===== src/rtl/fp_add_normalize.sv =====
// Add/normalize/round stage of the single-precision adder: three-stage pipeline
// with a global advance enable, RNE rounding and IEEE-754 packing.
module fp_add_normalize #(
  parameter int EXP_W = 8,
  parameter int MAN_W = 26
) (
  input  logic                   clk,
  input  logic                   rst_n,
  input  logic                   in_valid,
  output logic                   in_ready,
  input  logic                   sign_of_great,
  input  logic                   sign_of_small,
  input  logic [EXP_W-1:0]       exp,
  input  logic [MAN_W-1:0]       mantis_great,
  input  logic [MAN_W-1:0]       mantis_small,
  input  logic                   loss,
  output logic                   out_valid,
  input  logic                   out_ready,
  output logic [EXP_W+MAN_W-3:0] result,
  output logic                   overflow,
  output logic                   underflow,
  output logic                   inexact,
  output logic                   zero
);

  localparam int SUM_W  = MAN_W + 1;
  localparam int FRAC_W = MAN_W - 3;
  localparam int LZ_W   = $clog2(MAN_W);
  localparam int RES_W  = 1 + EXP_W + FRAC_W;
  localparam logic [EXP_W-1:0] EXP_ONES = '1;
  localparam logic [EXP_W:0]   EXP_MAX  = {1'b0, EXP_ONES};

  // Leading zeros counted from the hidden-bit position downward.
  function automatic logic [LZ_W-1:0] lzc(input logic [MAN_W-1:0] v);
    lzc = '0;
    for (int i = 0; i < MAN_W; i++)
      if (v[i]) lzc = LZ_W'(MAN_W - 1 - i);
  endfunction

  // Round-to-nearest-even on the fraction; the top bit is the carry into the exponent.
  function automatic logic [FRAC_W:0] round_rne(input logic [FRAC_W-1:0] frac,
                                                input logic grd, input logic stk);
    round_rne = {1'b0, frac} + (FRAC_W+1)'(grd & (stk | frac[0]));
  endfunction

  logic en;
  assign en       = out_ready | ~out_valid;
  assign in_ready = en;

  // ---- S1: add / subtract magnitudes ----
  logic                    vld_p1_q;
  logic signed [SUM_W-1:0] sum_p1_d, sum_p1_q;
  logic [EXP_W-1:0]        exp_p1_q;
  logic                    sign_p1_q, spec_p1_q;
  logic [FRAC_W-1:0]       sfrac_p1_q;

  always_comb begin
    logic [SUM_W-1:0] a, b;
    a = {mantis_great, 1'b0};
    b = {mantis_small, loss};
    sum_p1_d = (sign_of_great ^ sign_of_small) ? signed'(a - b) : signed'(a + b);
  end

  always_ff @(posedge clk or negedge rst_n) begin
    if (!rst_n)  vld_p1_q <= 1'b0;
    else if (en) vld_p1_q <= in_valid;
  end

  always_ff @(posedge clk) begin
    if (en) begin
      sum_p1_q   <= sum_p1_d;
      exp_p1_q   <= exp;
      sign_p1_q  <= sign_of_great;
      spec_p1_q  <= (exp == EXP_ONES);
      sfrac_p1_q <= mantis_great[FRAC_W:1];
    end
  end

  // ---- S2: normalize ----
  logic              vld_p2_q;
  logic              sign_p2_d, zero_p2_d, uf_p2_d, grd_p2_d, stk_p2_d;
  logic [EXP_W:0]    exp_p2_d;
  logic [FRAC_W-1:0] frac_p2_d;
  logic              sign_p2_q, zero_p2_q, uf_p2_q, grd_p2_q, stk_p2_q, spec_p2_q;
  logic [EXP_W:0]    exp_p2_q;
  logic [FRAC_W-1:0] frac_p2_q;

  always_comb begin
    logic [MAN_W-2:0] nlow;
    logic [LZ_W-1:0]  lz;
    logic             stk_x;
    nlow      = '0;
    lz        = '0;
    stk_x     = 1'b0;
    sign_p2_d = sign_p1_q;
    zero_p2_d = 1'b0;
    uf_p2_d   = 1'b0;
    exp_p2_d  = {1'b0, exp_p1_q};
    if (spec_p1_q) begin
      nlow = {sfrac_p1_q, 2'b00};
    end else if (sum_p1_q == '0) begin
      sign_p2_d = 1'b0;
      zero_p2_d = 1'b1;
      exp_p2_d  = '0;
    end else if (sum_p1_q[SUM_W-1]) begin
      nlow     = sum_p1_q[MAN_W-1:1];
      stk_x    = sum_p1_q[0];
      exp_p2_d = {1'b0, exp_p1_q} + 1'b1;
    end else begin
      lz = lzc(sum_p1_q[MAN_W-1:0]);
      if ({1'b0, exp_p1_q} <= (EXP_W+1)'(lz)) begin
        zero_p2_d = 1'b1;
        uf_p2_d   = 1'b1;
        exp_p2_d  = '0;
      end else begin
        nlow     = (MAN_W-1)'(sum_p1_q << lz);
        exp_p2_d = {1'b0, exp_p1_q} - (EXP_W+1)'(lz);
      end
    end
    frac_p2_d = nlow[MAN_W-2:2];
    grd_p2_d  = nlow[1];
    stk_p2_d  = nlow[0] | stk_x;
  end

  always_ff @(posedge clk or negedge rst_n) begin
    if (!rst_n)  vld_p2_q <= 1'b0;
    else if (en) vld_p2_q <= vld_p1_q;
  end

  always_ff @(posedge clk) begin
    if (en) begin
      sign_p2_q <= sign_p2_d;
      zero_p2_q <= zero_p2_d;
      uf_p2_q   <= uf_p2_d;
      spec_p2_q <= spec_p1_q;
      exp_p2_q  <= exp_p2_d;
      frac_p2_q <= frac_p2_d;
      grd_p2_q  <= grd_p2_d;
      stk_p2_q  <= stk_p2_d;
    end
  end

  // ---- S3: round and pack ----
  logic [RES_W-1:0] res_p3_d, res_p3_q;
  logic             ovf_p3_d, uf_p3_d, inx_p3_d, zero_p3_d;
  logic             vld_p3_q, ovf_p3_q, uf_p3_q, inx_p3_q, zero_p3_q;

  always_comb begin
    logic [FRAC_W:0] rnd;
    logic [EXP_W:0]  exp_r;
    rnd       = round_rne(frac_p2_q, grd_p2_q, stk_p2_q);
    exp_r     = exp_p2_q + (EXP_W+1)'(rnd[FRAC_W]);
    res_p3_d  = '0;
    ovf_p3_d  = 1'b0;
    uf_p3_d   = 1'b0;
    inx_p3_d  = 1'b0;
    zero_p3_d = 1'b0;
    if (!vld_p2_q) begin
      res_p3_d = '0;
    end else if (spec_p2_q) begin
      res_p3_d = {sign_p2_q, EXP_ONES, frac_p2_q};
    end else if (zero_p2_q) begin
      res_p3_d  = {sign_p2_q, {(EXP_W+FRAC_W){1'b0}}};
      zero_p3_d = 1'b1;
      uf_p3_d   = uf_p2_q;
    end else if (exp_r >= EXP_MAX) begin
      res_p3_d = {sign_p2_q, EXP_ONES, {FRAC_W{1'b0}}};
      ovf_p3_d = 1'b1;
      inx_p3_d = 1'b1;
    end else begin
      res_p3_d = {sign_p2_q, exp_r[EXP_W-1:0], rnd[FRAC_W-1:0]};
      inx_p3_d = grd_p2_q | stk_p2_q;
    end
  end

  always_ff @(posedge clk or negedge rst_n) begin
    if (!rst_n) begin
      vld_p3_q  <= 1'b0;
      res_p3_q  <= '0;
      ovf_p3_q  <= 1'b0;
      uf_p3_q   <= 1'b0;
      inx_p3_q  <= 1'b0;
      zero_p3_q <= 1'b0;
    end else if (en) begin
      vld_p3_q  <= vld_p2_q;
      res_p3_q  <= res_p3_d;
      ovf_p3_q  <= ovf_p3_d;
      uf_p3_q   <= uf_p3_d;
      inx_p3_q  <= inx_p3_d;
      zero_p3_q <= zero_p3_d;
    end
  end

  assign out_valid = vld_p3_q;
  assign result    = res_p3_q;
  assign overflow  = ovf_p3_q;
  assign underflow = uf_p3_q;
  assign inexact   = inx_p3_q;
  assign zero      = zero_p3_q;

endmodule

===== config.mk =====
export PLATFORM = sky130hd
export DESIGN_NAME = fp_add_normalize
export DESIGN_NICKNAME = d
export VERILOG_FILES = /design/src/rtl/fp_add_normalize.sv
export SDC_FILE = /design/constraint.sdc
export NUM_CORES = 1
export LEC_CHECK = 0
export BUFFER_PORTS_ARGS = -buffer_cell sky130_fd_sc_hd__buf_2
export CAP_MARGIN = 20
export CELL_PAD_IN_SITES_DETAIL_PLACEMENT = 1
export CELL_PAD_IN_SITES_GLOBAL_PLACEMENT = 2
export CORE_MARGIN = 2
export CORE_UTILIZATION = 30
export CTS_BUF_LIST = sky130_fd_sc_hd__clkbuf_16
export CTS_CLUSTER_DIAMETER = 200
export DETAILED_ROUTE_END_ITERATION = 12
export PLACE_DENSITY = 0.76
export SYNTH_ARGS = -nofsm -noshare
export SYNTH_HDL_FRONTEND = slang
export SYNTH_SLANG_ARGS = --single-unit

===== constraint.sdc =====
create_clock -name clk -period 5.8 [get_ports clk]
set_input_delay 0.87 -clock clk [delete_from_list [all_inputs] [get_ports clk]]
set_output_delay 0.87 -clock clk [all_outputs]
set_load 0.01 [all_outputs]

---- After elaboration in Yosys (flattened, before gate mapping) ----
Index checks and enable logic that the tools add are counted.
storage, ports and cells
  input bits .............................. 67
  output and inout port bits .............. 38
  flip-flop bits (word level) ............. 137
  word-level logic and storage cells ...... 105
cells by class
  equal/unequal tests ..................... 1
  bitwise operators ....................... 7
  add/sub/neg operators ................... 6
  shift operators ......................... 1
  magnitude comparators ................... 2
  mux-type cells .......................... 64
  reductions and logical operators ........ 2
operators by type and width
  cell                   count
  $mux W5                29
  $mux W25               4
  $mux W31               3
  $mux W32               1
  $add A27 B27 Y27       1
  $logic_not A27 Y1      1
  $mux W27               1
  $shl A27 B5 Y25        1
  $sub A27 B27 Y27       1
  $add A23 B1 Y24        1
  $mux W1                22
  $mux W9                2
  $mux W8                2
  $add A8 B1 Y9 const B  1
  $add A9 B1 Y9          1
  $ge A9 B8 Y1 const B   1
  $sub A8 B5 Y9          1
  $eq A8 B8 Y1 const B   1
  $le A8 B5 Y1           1
  $or A1 B1 Y1           4
  $reduce_or A2 Y1       1
  $and A1 B1 Y1          1
  $not A1 Y1             1
  $xor A1 B1 Y1          1

---- Logic depth before layout (Yosys ltp) ----
Gate-level depths: netlist (run 1).
  word-level depth ........................ 35
  depth in mapped cells ................... 20
  mapped depth without buffers ............ 19

---- Worst setup path after synthesis (run 1) ----
Ideal clock, no wire load.
  path kind ............................... in2reg
  from .................................... in out_ready
  to ...................................... reg res_p3_q[10] (netlist: result[10])
  library setup time ...................... 0.066 ns
  data required time ...................... 5.734 ns
  stages .................................. 6
  arrival time ............................ 4.783 ns
  buffers on the path ..................... 2
  setup slack ............................. 0.950 ns
  path through ............................ nor2b_1 inv_1 clkbuf_1 and2_1 clkbuf_1 a22o_1
on the way
  longest elaborated chain between the ends .. 1
ends and longest elaborated chain
  item                  line  text
  start, declared       18    input logic out_ready,
  $or A1 B1 Y1          47    assign en = out_ready | ~out_valid;
  named net in_ready    10    output logic in_ready,
  end signal, assigned  186   res_p3_q <= res_p3_d;
  end, declared         144   logic [RES_W-1:0] res_p3_d, res_p3_q;
The timed path passes the listed nets, and every way through them passes these cells.
A chain may end at the register's enable or synchronous reset.

---- Worst setup path after layout (run 1) ----
  from .................................... reg grd_p2_q
  to ...................................... reg res_p3_q[7] (netlist: result[7])
on the way
  longest elaborated chain between the ends .. 8
ends and longest elaborated chain
  item                    line  text
  start, declared         84    logic sign_p2_q, zero_p2_q, uf_p2_q, grd_p2_q, stk_p2_q, spec_p2_q;
  start signal, assigned  138   grd_p2_q <= grd_p2_d;
  $and A1 B1 Y1 *         43    round_rne = {1'b0, frac} + (FRAC_W+1)'(grd & (stk | frac[0]));
  $add A23 B1 Y24 *       43
  $add A9 B1 Y9           152   exp_r = exp_p2_q + (EXP_W+1)'(rnd[FRAC_W]);
  $ge A9 B8 Y1            166   end else if (exp_r >= EXP_MAX) begin
  $mux W31 *              166
  $mux W31 *              162   end else if (zero_p2_q) begin
  $mux W31 *              160   end else if (spec_p2_q) begin
  $mux W32 *              158   if (!vld_p2_q) begin
Mark *: on every way between the ends. The rest lies on a longest branch, timed or not.

==> impl_metrics.env, run 1 <==
export IMPL_grt_pass1_vias=9148
export IMPL_io_pin_count=105
export IMPL_drt_pass1_iter_count=5
export IMPL_grt_first_pass_wirelength_um=49900
export IMPL_worst_pin_slew_ns=0.942
export IMPL_hold_buffers=0
export IMPL_multi_input_comb_area_um2=6020
export IMPL_status="complete, no violations"
export IMPL_syn_inst=1180
export IMPL_clkTransAtPathRegs_ns=0.06
export IMPL_synth_edff_count=98
export IMPL_slew_headroom=0.369
export IMPL_drt_total_wl_um=31000
export IMPL_synth_top_area_cell="edfxtp_1"
export IMPL_rows=68
export IMPL_p_leak_nw=5.00
export IMPL_hold_viol=0
export IMPL_crit_required_ns=6.07
export IMPL_grt_overflow=0
export IMPL_setup_ws_ns=0.931
export IMPL_skew_ns=0.0108
export IMPL_fin_area_um2=12000
export IMPL_synth_area_leaders="edfxtp_1, dfrtp_1, ha_1"
export IMPL_die_area_um2=36400
export IMPL_min_period_ns=4.87
export IMPL_cts_resized=0
export IMPL_die_w_um=191
export IMPL_port_buffers=104
export IMPL_max_freq_mhz=205
export IMPL_drive_above_1_share=0.146
export IMPL_rsz0062_at_grt="false"
export IMPL_dp_final_hpwl_um=24000
export IMPL_core_area_um2=34500
export IMPL_synth_ff_type="edfxtp_1"
export IMPL_syn_avg_cell_area_um2=8.86
export IMPL_vias=9058
export IMPL_final_common_cell="nand2_1"
export IMPL_post_drt_wl_per_cell_um=18.1
export IMPL_power_density_nw_per_um2=413
export IMPL_finalSetupViolCount=0
export IMPL_grt_max_degree=96
export IMPL_synth_xor_area_frac=0.0285
export IMPL_seqCellArea_um2=3920
export IMPL_cp_arrival_ns=5.13
export IMPL_cts_buffers=17
export IMPL_synth_top_family_by_area="compound AO/OA/AOI/OAI gates"
export IMPL_cts_root_buf="clkbuf_16"
export IMPL_peakVddDrop_uv=228
export IMPL_vias_per_cell=5.27
export IMPL_fp_dieH_um=191
export IMPL_cts_htree_levels=4
export IMPL_synth_fa_ha_area_frac=0.0775
export IMPL_crit_type="flip-flop to flip-flop"
export IMPL_synth_distinct_cells=83
export IMPL_worstSetupEndpointType="flip-flop"
export IMPL_track_usage=0.172
export IMPL_gp_congestion=0.851
export IMPL_final_util=0.348
export IMPL_finalNetCount=1381
export IMPL_antenna_found_initial=0
export IMPL_syn2layout_area_growth_pct=14.8
export IMPL_synth_compound_area_frac=0.237
export IMPL_seq_area_frac_synth=0.375
export IMPL_synth_top_area_frac=0.281
export IMPL_initial_core_util=0.303
export IMPL_cts_tree="yes"
export IMPL_place_area_um2=11400
export IMPL_preCtsSetupSlack_ns=0.988
export IMPL_layout_common_cells="nand2_1, buf_2, nor2_1, edfxtp_1, a21oi_1"
export IMPL_muxShareOfSynthArea=0.0475
export IMPL_first_iter_violations=517
export IMPL_fillers=4078
export IMPL_cts_sinks=137
export IMPL_period_share=0.839
export IMPL_hold_class="flip-flop to flip-flop"
export IMPL_diodes=0
export IMPL_synthSimpleGateAreaFrac=0.182
export IMPL_finalMaxSlewViolations=0
export IMPL_synth_area_um2=10500
export IMPL_maxCapViolCount=0
export IMPL_clk_latency_ns=0.42
export IMPL_cts_buffer_depth=2
export IMPL_ys_ff_latch=137
export IMPL_worstSetupStartpointType="flip-flop"
export IMPL_drt_drc_violations_left=0
export IMPL_cts_setup_buffers=0
export IMPL_ant_nets=0
export IMPL_syn_nets=1310
export IMPL_critPathMaxFanout=10
export IMPL_yosysWarnings=0
export IMPL_async_reset_ff_frac=0.285
export IMPL_setup_tns_final_ns=0
[through the flow]
step | total power [mW] | std cells | hold WS (ns)
6_report | 4.96 | 1719 | 0.473
5_1_grt | 5.31 | 1719 | 0.500
4_1_cts | 4.98 | 1718 | 0.477
3_5_place_dp | 3.89 | 1686 | 0.462
3_3_place_gp | 3.85 | 1686 | 0.449
2_1_floorplan | 3.18 | 1180 | 0.439
[area by class of cell]
class                           instances  share of cell area
Clock inverter                         14              0.0112
Multi-Input combinational cell        909               0.502
Timing Repair Buffer                  119              0.0544
Tap cell                              455              0.0474
Sequential cell                       137               0.326
Clock buffer                           18              0.0375
Inverter                               67              0.0216
[routing by layer]
metal  up-vias  GRT usage  routed length (um)
met5         -          0                   0
met4         0     0.0373                 338
met3        24     0.0234                 969
met2       162      0.275               14000
met1      4372      0.247               15700
li1       4500          -                   -
[critical path, stage by stage (launching register included)]
cell	delay (ns)
edfxtp_1	0.37
o21a_1	0.14
ha_1	0.17
and3_1	0.22
nand4_1	0.23
nor3_1	0.39
nand3_1	0.17
nor2_1	0.28
and4_1	0.30
ha_1	0.21
nand3_1	0.19
or3_1	0.37
a21oi_1	0.23
a21oi_1	0.10
nor2b_1	0.12
a2bb2oi_1	0.67
nor2_1	0.24
a22oi_1	0.21
o21ai_0	0.10
[cell usage after synthesis (all sizes together) (11+ instances only)]
library cell / n
nand2b: 17
dfrtp: 39
buf: 21
a22o: 13
and3: 11
clkbuf: 46
nor2b: 23
nor2: 103
ha: 60
mux2i: 44
edfxtp: 98
o31ai: 14
a31oi: 12
o21a: 13
inv: 67
xnor2: 24
nor3: 35
a21oi: 86
o21ai: 90
nand3: 34
nand2: 116
o21bai: 23
a22oi: 11
[logic make-up (layout without fill, tap and decap cells)]
| family | count (synthesis) | in the layout |
|---|---|---|
| adder cells (fa/ha/maj) | 63 | 63 |
| AND/OR/NAND/NOR | 394 | 394 |
| multiplexers | 49 | 49 |
| flip-flops | 137 | 137 |
| buffers and inverters | 134 | 218 |
| XOR/XNOR | 34 | 34 |
| AO/OA/AOI/OAI | 369 | 369 |
[final timing paths]
path                                              from                endpoint  slack, ns  cells past startpoint
worst max-delay path            grd_p2_q$_SDFFCE_PP0P_   result[7]$_DFFE_PN0P_       0.93                     18
worst min-delay path            result[31]$_DFFE_PN0P_  result[31]$_DFFE_PN0P_       0.47                      2
worst max register to register  grd_p2_q$_SDFFCE_PP0P_   result[7]$_DFFE_PN0P_       0.93                     18
worst min register to register  result[31]$_DFFE_PN0P_  result[31]$_DFFE_PN0P_       0.47                      2
max in group asynchronous                        rst_n  result[14]$_DFFE_PN0P_       4.70                      1
min in group asynchronous                        rst_n    vld_p1_q$_DFFE_PN0P_       0.55                      1
[power breakdown]
part           total (mW)  internal, mW  switching (mW)
Clock                1.07         0.624           0.443
Sequential           1.85          1.48           0.372
Combinational        2.04         0.795            1.25
Total                4.96          2.90            2.06
[state kept, by name (all words and copies together) (netlist names), 8 cells and up]
signal and flops:
result 32, sum_p1_q 27, frac_p2_q 23, sfrac_p1_q 23, exp_p2_q 9, exp_p1_q 8
(Power assumes the default switching activity.)
==> run 2: changes to the inputs <==
- PLACE_DENSITY: 0.76 -> 0.79
- clock period: 5.8 -> 4.4 ns (I/O delays scaled with it)
==> impl_metrics.env, run 2 (synthesis results as in run 1) <==
export IMPL_antenna_found_initial=0
export IMPL_first_iter_violations=654
export IMPL_clk_latency_ns=0.44
export IMPL_drive_above_1_share=0.163
export IMPL_startpoint="sum_p1_q[6]$_DFFE_PP_"
export IMPL_largest_register_ffs=32
export IMPL_cp_arrival_ns=4.33
export IMPL_hold_viol=0
export IMPL_cts_htree_levels=4
export IMPL_cts_tree="yes"
export IMPL_worstSetupStartpointType="flip-flop"
export IMPL_slew_headroom=0.355
export IMPL_worst_pin_slew_ns=0.963
export IMPL_status="complete, no violations"
export IMPL_fp_dieH_um=191
export IMPL_rows=68
export IMPL_timing_hold_ws_ns=0.333
export IMPL_cts_sinks=137
export IMPL_core_area_um2=34500
export IMPL_r2r_end="frac_p2_q[2]$_DFFE_PP_"
export IMPL_finalMaxSlewViolations=0
export IMPL_min_period_ns=4.11
export IMPL_vias_per_cell=5.35
export IMPL_crit_required_ns=4.62
export IMPL_io_pin_count=105
export IMPL_p_leak_nw=5.12
export IMPL_critPathMaxFanout=10
export IMPL_gp_congestion=0.841
export IMPL_drt_total_wl_um=31600
export IMPL_port_buffers=104
export IMPL_grt_overflow=0
export IMPL_final_cell_count_no_fill=1739
export IMPL_drt_pass1_iter_count=5
export IMPL_power_density_nw_per_um2=546
export IMPL_setup_ws_ns=0.287
export IMPL_cts_root_buf="clkbuf_16"
export IMPL_max_freq_mhz=243
export IMPL_grt_max_degree=52
export IMPL_rr_startpoint="sum_p1_q[6]$_DFFE_PP_"
export IMPL_hold_class="input pin to async pin"
export IMPL_dp_cells=1706
export IMPL_diodes=0
export IMPL_initial_core_util=0.303
export IMPL_worstSetupEndpointType="flip-flop"
export IMPL_maxCapViolCount=0
export IMPL_grt_first_pass_wirelength_um=51200
export IMPL_preCtsSetupSlack_ns=0.129
export IMPL_vias=9298
export IMPL_layout_common_cells="nand2_1, buf_2, nor2_1, edfxtp_1, a21oi_1"
export IMPL_final_util=0.354
export IMPL_grt_pass1_vias=9390
export IMPL_crit_type="flip-flop to flip-flop"
export IMPL_cts_buffers=17
export IMPL_die_area_um2=36400
export IMPL_drt_drc_violations_left=0
export IMPL_skew_ns=0.0128
export IMPL_dp_final_hpwl_um=24600
export IMPL_setup_tns_final_ns=0
export IMPL_syn2layout_area_growth_pct=16.6
export IMPL_final_common_cell="nand2_1"
export IMPL_cts_buffer_depth=2
export IMPL_period_share=0.935
export IMPL_die_w_um=191
export IMPL_track_usage=0.177
export IMPL_peakVddDrop_uv=289
export IMPL_ff2ff_path_depth=15
export IMPL_finalNetCount=1401
export IMPL_finalSetupViolCount=0
export IMPL_rsz0062_at_grt="false"
export IMPL_clkTransAtPathRegs_ns=0.06
export IMPL_r2r_setup_slack_ns=0.29
export IMPL_ant_nets=0
export IMPL_post_drt_wl_per_cell_um=18.2
-- run 2: changes by cell type in the layout (fill, tap and decap cells not counted), moves of 2 or more --
cell,previous run,this run
buf_4,14,34
clkbuf_16,18,21
inv_1,63,65
inv_6,7,4
-- run 2: metal layers --
layer | vias to the layer above | share of wire | GRT usage
li1 | 4534 | - | -
met1 | 4513 | 0.49 | 0.245
met2 | 206 | 0.45 | 0.283
met3 | 45 | 0.035 | 0.0274
met4 | 0 | 0.023 | 0.0566
met5 | - | 0 | 0
-- run 2: per-stage QoR --
| stage | total power [mW] | cell area, um2 |
|---|---|---|
| global placement | 5.11 | 11600 |
| CTS | 6.66 | 12200 |
| finish | 6.66 | 12200 |
| global route | 7.11 | 12200 |
| floorplan | 4.18 | 10500 |
| detailed placement | 5.19 | 11600 |
-- run 2: power by group --
group	leakage, nW	switching (mW)	internal, mW	total [mW]
combinational	3.29	1.69	1.09	2.78
clock	0.308	0.589	0.859	1.45
sequential	1.52	0.477	1.95	2.43
total	5.12	2.76	3.90	6.66
-- run 2: worst max-delay path by stage --
stage	end	cells past startpoint
finish	frac_p2_q[2]$_DFFE_PP_	15
global route	result[2]$_DFFE_PN0P_	20
CTS	result[13]$_DFFE_PN0P_	18
detailed placement	result[13]$_DFFE_PN0P_	18
global placement	result[13]$_DFFE_PN0P_	18
floorplan	frac_p2_q[14]$_DFFE_PP_	18
-- run 2: layout make-up --
class,instances,area [um2]
fill,4091,22300
inverter,67,259
multi-input combinational,909,6050
sequential,137,3920
timing repair buffer,139,796
clock inverter,11,77.6
tap,455,569
clock buffer,21,526
-- run 2: what timing repair did --
| item | in CTS | in global routing |
|---|---|---|
| endpoints found under the setup margin | 0 | 23 |
| setup buffers | 0 | 1 |
| hold buffers | 0 | 0 |
| gates resized for setup | 0 | 7 |
-- run 2: critical path: stages, from the launching register on --
cell and delay [ns]:
edfxtp_1 0.51, or4_4 0.59, o211a_4 0.29, nor2_8 0.24
inv_6 0.05, ha_1 0.33, and4_1 0.24, nand2_1 0.09
o21ai_0 0.08, o21ai_1 0.25, nand3_1 0.15, buf_4 0.20
nor2b_1 0.21, buf_4 0.22, nand2_1 0.11, o221ai_1 0.32
==> run 3: changes to the inputs <==
==> constraint.sdc (replaced) <==
create_clock -name clk -period 4.4 [get_ports clk]
set_input_delay 1.1 -clock clk [delete_from_list [all_inputs] [get_ports clk]]
set_output_delay 1.1 -clock clk [all_outputs]
set_load 0.01 [all_outputs]
==> impl_metrics.env, run 3 (synthesis results as in run 1) <==
export IMPL_critPathMaxFanout=19
export IMPL_largest_register_ffs=32
export IMPL_antenna_found_initial=0
export IMPL_finalNetCount=1401
export IMPL_peakVddDrop_uv=321
export IMPL_swShare=0.410
export IMPL_post_drt_wl_per_cell_um=18.5
export IMPL_layout_common_cells="nand2_1, buf_2, nor2_1, edfxtp_1, a21oi_1"
export IMPL_grt_pass1_vias=9318
export IMPL_vias=9311
export IMPL_first_iter_violations=507
export IMPL_drt_total_wl_um=32100
export IMPL_clk_latency_ns=0.43
export IMPL_track_usage=0.177
export IMPL_initial_core_util=0.303
export IMPL_finalSetupViolCount=0
export IMPL_die_area_um2=36400
export IMPL_drt_drc_violations_left=0
export IMPL_seq_power_share=0.368
export IMPL_finalPower_mw=6.64
export IMPL_cts_root_buf="clkbuf_16"
export IMPL_cts_buffers=17
export IMPL_crit_type="flip-flop to flip-flop"
export IMPL_hold_viol=0
export IMPL_syn2layout_area_growth_pct=16.2
export IMPL_startpoint="frac_p2_q[0]$_DFFE_PP_"
export IMPL_min_period_ns=4.03
export IMPL_die_w_um=191
export IMPL_hold_class="flip-flop to flip-flop"
export IMPL_clkTransAtPathRegs_ns=0.06
export IMPL_power_internal_mw=3.92
export IMPL_worst_pin_slew_ns=0.948
export IMPL_fp_dieH_um=191
export IMPL_cts_buffer_depth=2
export IMPL_max_freq_mhz=248
export IMPL_cts_htree_levels=4
export IMPL_port_buffers=104
export IMPL_vias_per_cell=5.35
export IMPL_worstSetupEndpointType="flip-flop"
export IMPL_crit_required_ns=4.73
export IMPL_finalMaxSlewViolations=0
export IMPL_clkPwrFrac=0.216
export IMPL_drive_above_1_share=0.159
export IMPL_comb_power_share=0.416
export IMPL_grt_max_degree=60
export IMPL_diodes=0
export IMPL_skew_ns=0.00855
export IMPL_rows=68
export IMPL_worstSetupStartpointType="flip-flop"
export IMPL_maxCapViolCount=0
export IMPL_cts_sinks=137
export IMPL_gp_congestion=0.866
export IMPL_core_area_um2=34500
export IMPL_p_sw_mw=2.72
export IMPL_status="complete, no violations"
export IMPL_ant_nets=0
export IMPL_period_share=0.916
export IMPL_hold_buffers=0
export IMPL_cts_tree="yes"
export IMPL_p_leak_nw=5.07
export IMPL_final_common_cell="nand2_1"
export IMPL_cp_arrival_ns=4.36
export IMPL_power_density_nw_per_um2=546
export IMPL_io_pin_count=105
export IMPL_drt_pass1_iter_count=4
export IMPL_grt_first_pass_wirelength_um=50900
export IMPL_hp_start="overflow$_DFFE_PN0P_"
export IMPL_slew_headroom=0.365
export IMPL_dp_final_hpwl_um=25100
export IMPL_grt_overflow=0
export IMPL_final_util=0.353
export IMPL_rr_startpoint="frac_p2_q[0]$_DFFE_PP_"
==> run 3: cell types whose count changed in the layout (fill, tap and decap cells not counted), sizes merged <==
cell      delta
bufinv       +3
clkbuf       -4
clkinv       +5
clkinvlp     +3
inv          -7
==> run 3: layout make-up <==
class,count,area (um2)
timing repair buffer,139,787
tap,455,569
clock buffer,17,425
clock inverter,15,159
multi-input combinational,909,6040
sequential,137,3920
fill,4130,22300
inverter,67,259
==> run 3: what timing repair did <==
action / in CTS / in global routing
setup endpoints to repair: 0 / 23
buffers inserted: 0 / 1
gates resized for setup: 0 / 5
==> run 3: worst paths after layout <==
path,endpoint,slack [ns],depth (start not counted)
max,result[10]$_DFFE_PN0P_,0.37,19
min,overflow$_DFFE_PN0P_,0.47,2
max reg2reg,result[10]$_DFFE_PN0P_,0.37,19
min reg2reg,overflow$_DFFE_PN0P_,0.47,2
max in group asynchronous,result[15]$_DFFE_PN0P_,3.06,1
min in group asynchronous,result[24]$_DFFE_PN0P_,0.79,1
==> run 3: critical path, stage by stage, from the launching register on <==
cell and delay, ns:
edfxtp_1 0.38, o21a_1 0.12, ha_1 0.15, and3_1 0.22, nand4_1 0.17, nor3_2 0.21, nand3_1 0.17, nor2_1 0.17
and4_1 0.26, ha_1 0.22, nand3_2 0.13, or3_1 0.34, a21oi_1 0.22, a21oi_1 0.11, a311oi_2 0.27, buf_6 0.23
nor2b_1 0.06, o21ai_0 0.17, o31ai_1 0.10, a22o_1 0.20
==> run 3: per-layer routing <==
layer / wire length, um / track usage / part of all wire
met4: 538 / 0.0501 / 0.017
met5: 0 / 0 / 0
met3: 1160 / 0.0236 / 0.036
met1: 15600 / 0.245 / 0.48
met2: 14900 / 0.287 / 0.46
==> run 3: through the flow <==
stage	instances	setup slack [ns]	TNS (ns)	hold WS (ns)	cell area, um2
2_1_floorplan	1180	0.154	0	0.439	10500
3_3_place_gp	1706	0.231	0	0.456	11500
3_5_place_dp	1706	0.0377	0	0.461	11500
4_1_cts	1738	0.0306	0	0.474	12100
5_1_grt	1739	-0.0196	-0.0196	0.503	12200
6_report	1739	0.368	0	0.469	12200
==> run 3: power groups by stage <==
| stage | registers [mW] | logic [mW] | clock network, mW |
|---|---|---|---|
| 6_report | 2.44 | 2.76 | 1.43 |
| 5_1_grt | 2.50 | 3.05 | 1.51 |
| 4_1_cts | 2.44 | 2.76 | 1.47 |
| 3_5_place_dp | 2.46 | 2.75 | 0 |
| 3_3_place_gp | 2.44 | 2.69 | 0 |
| 2_1_floorplan | 2.30 | 1.88 | 0 |
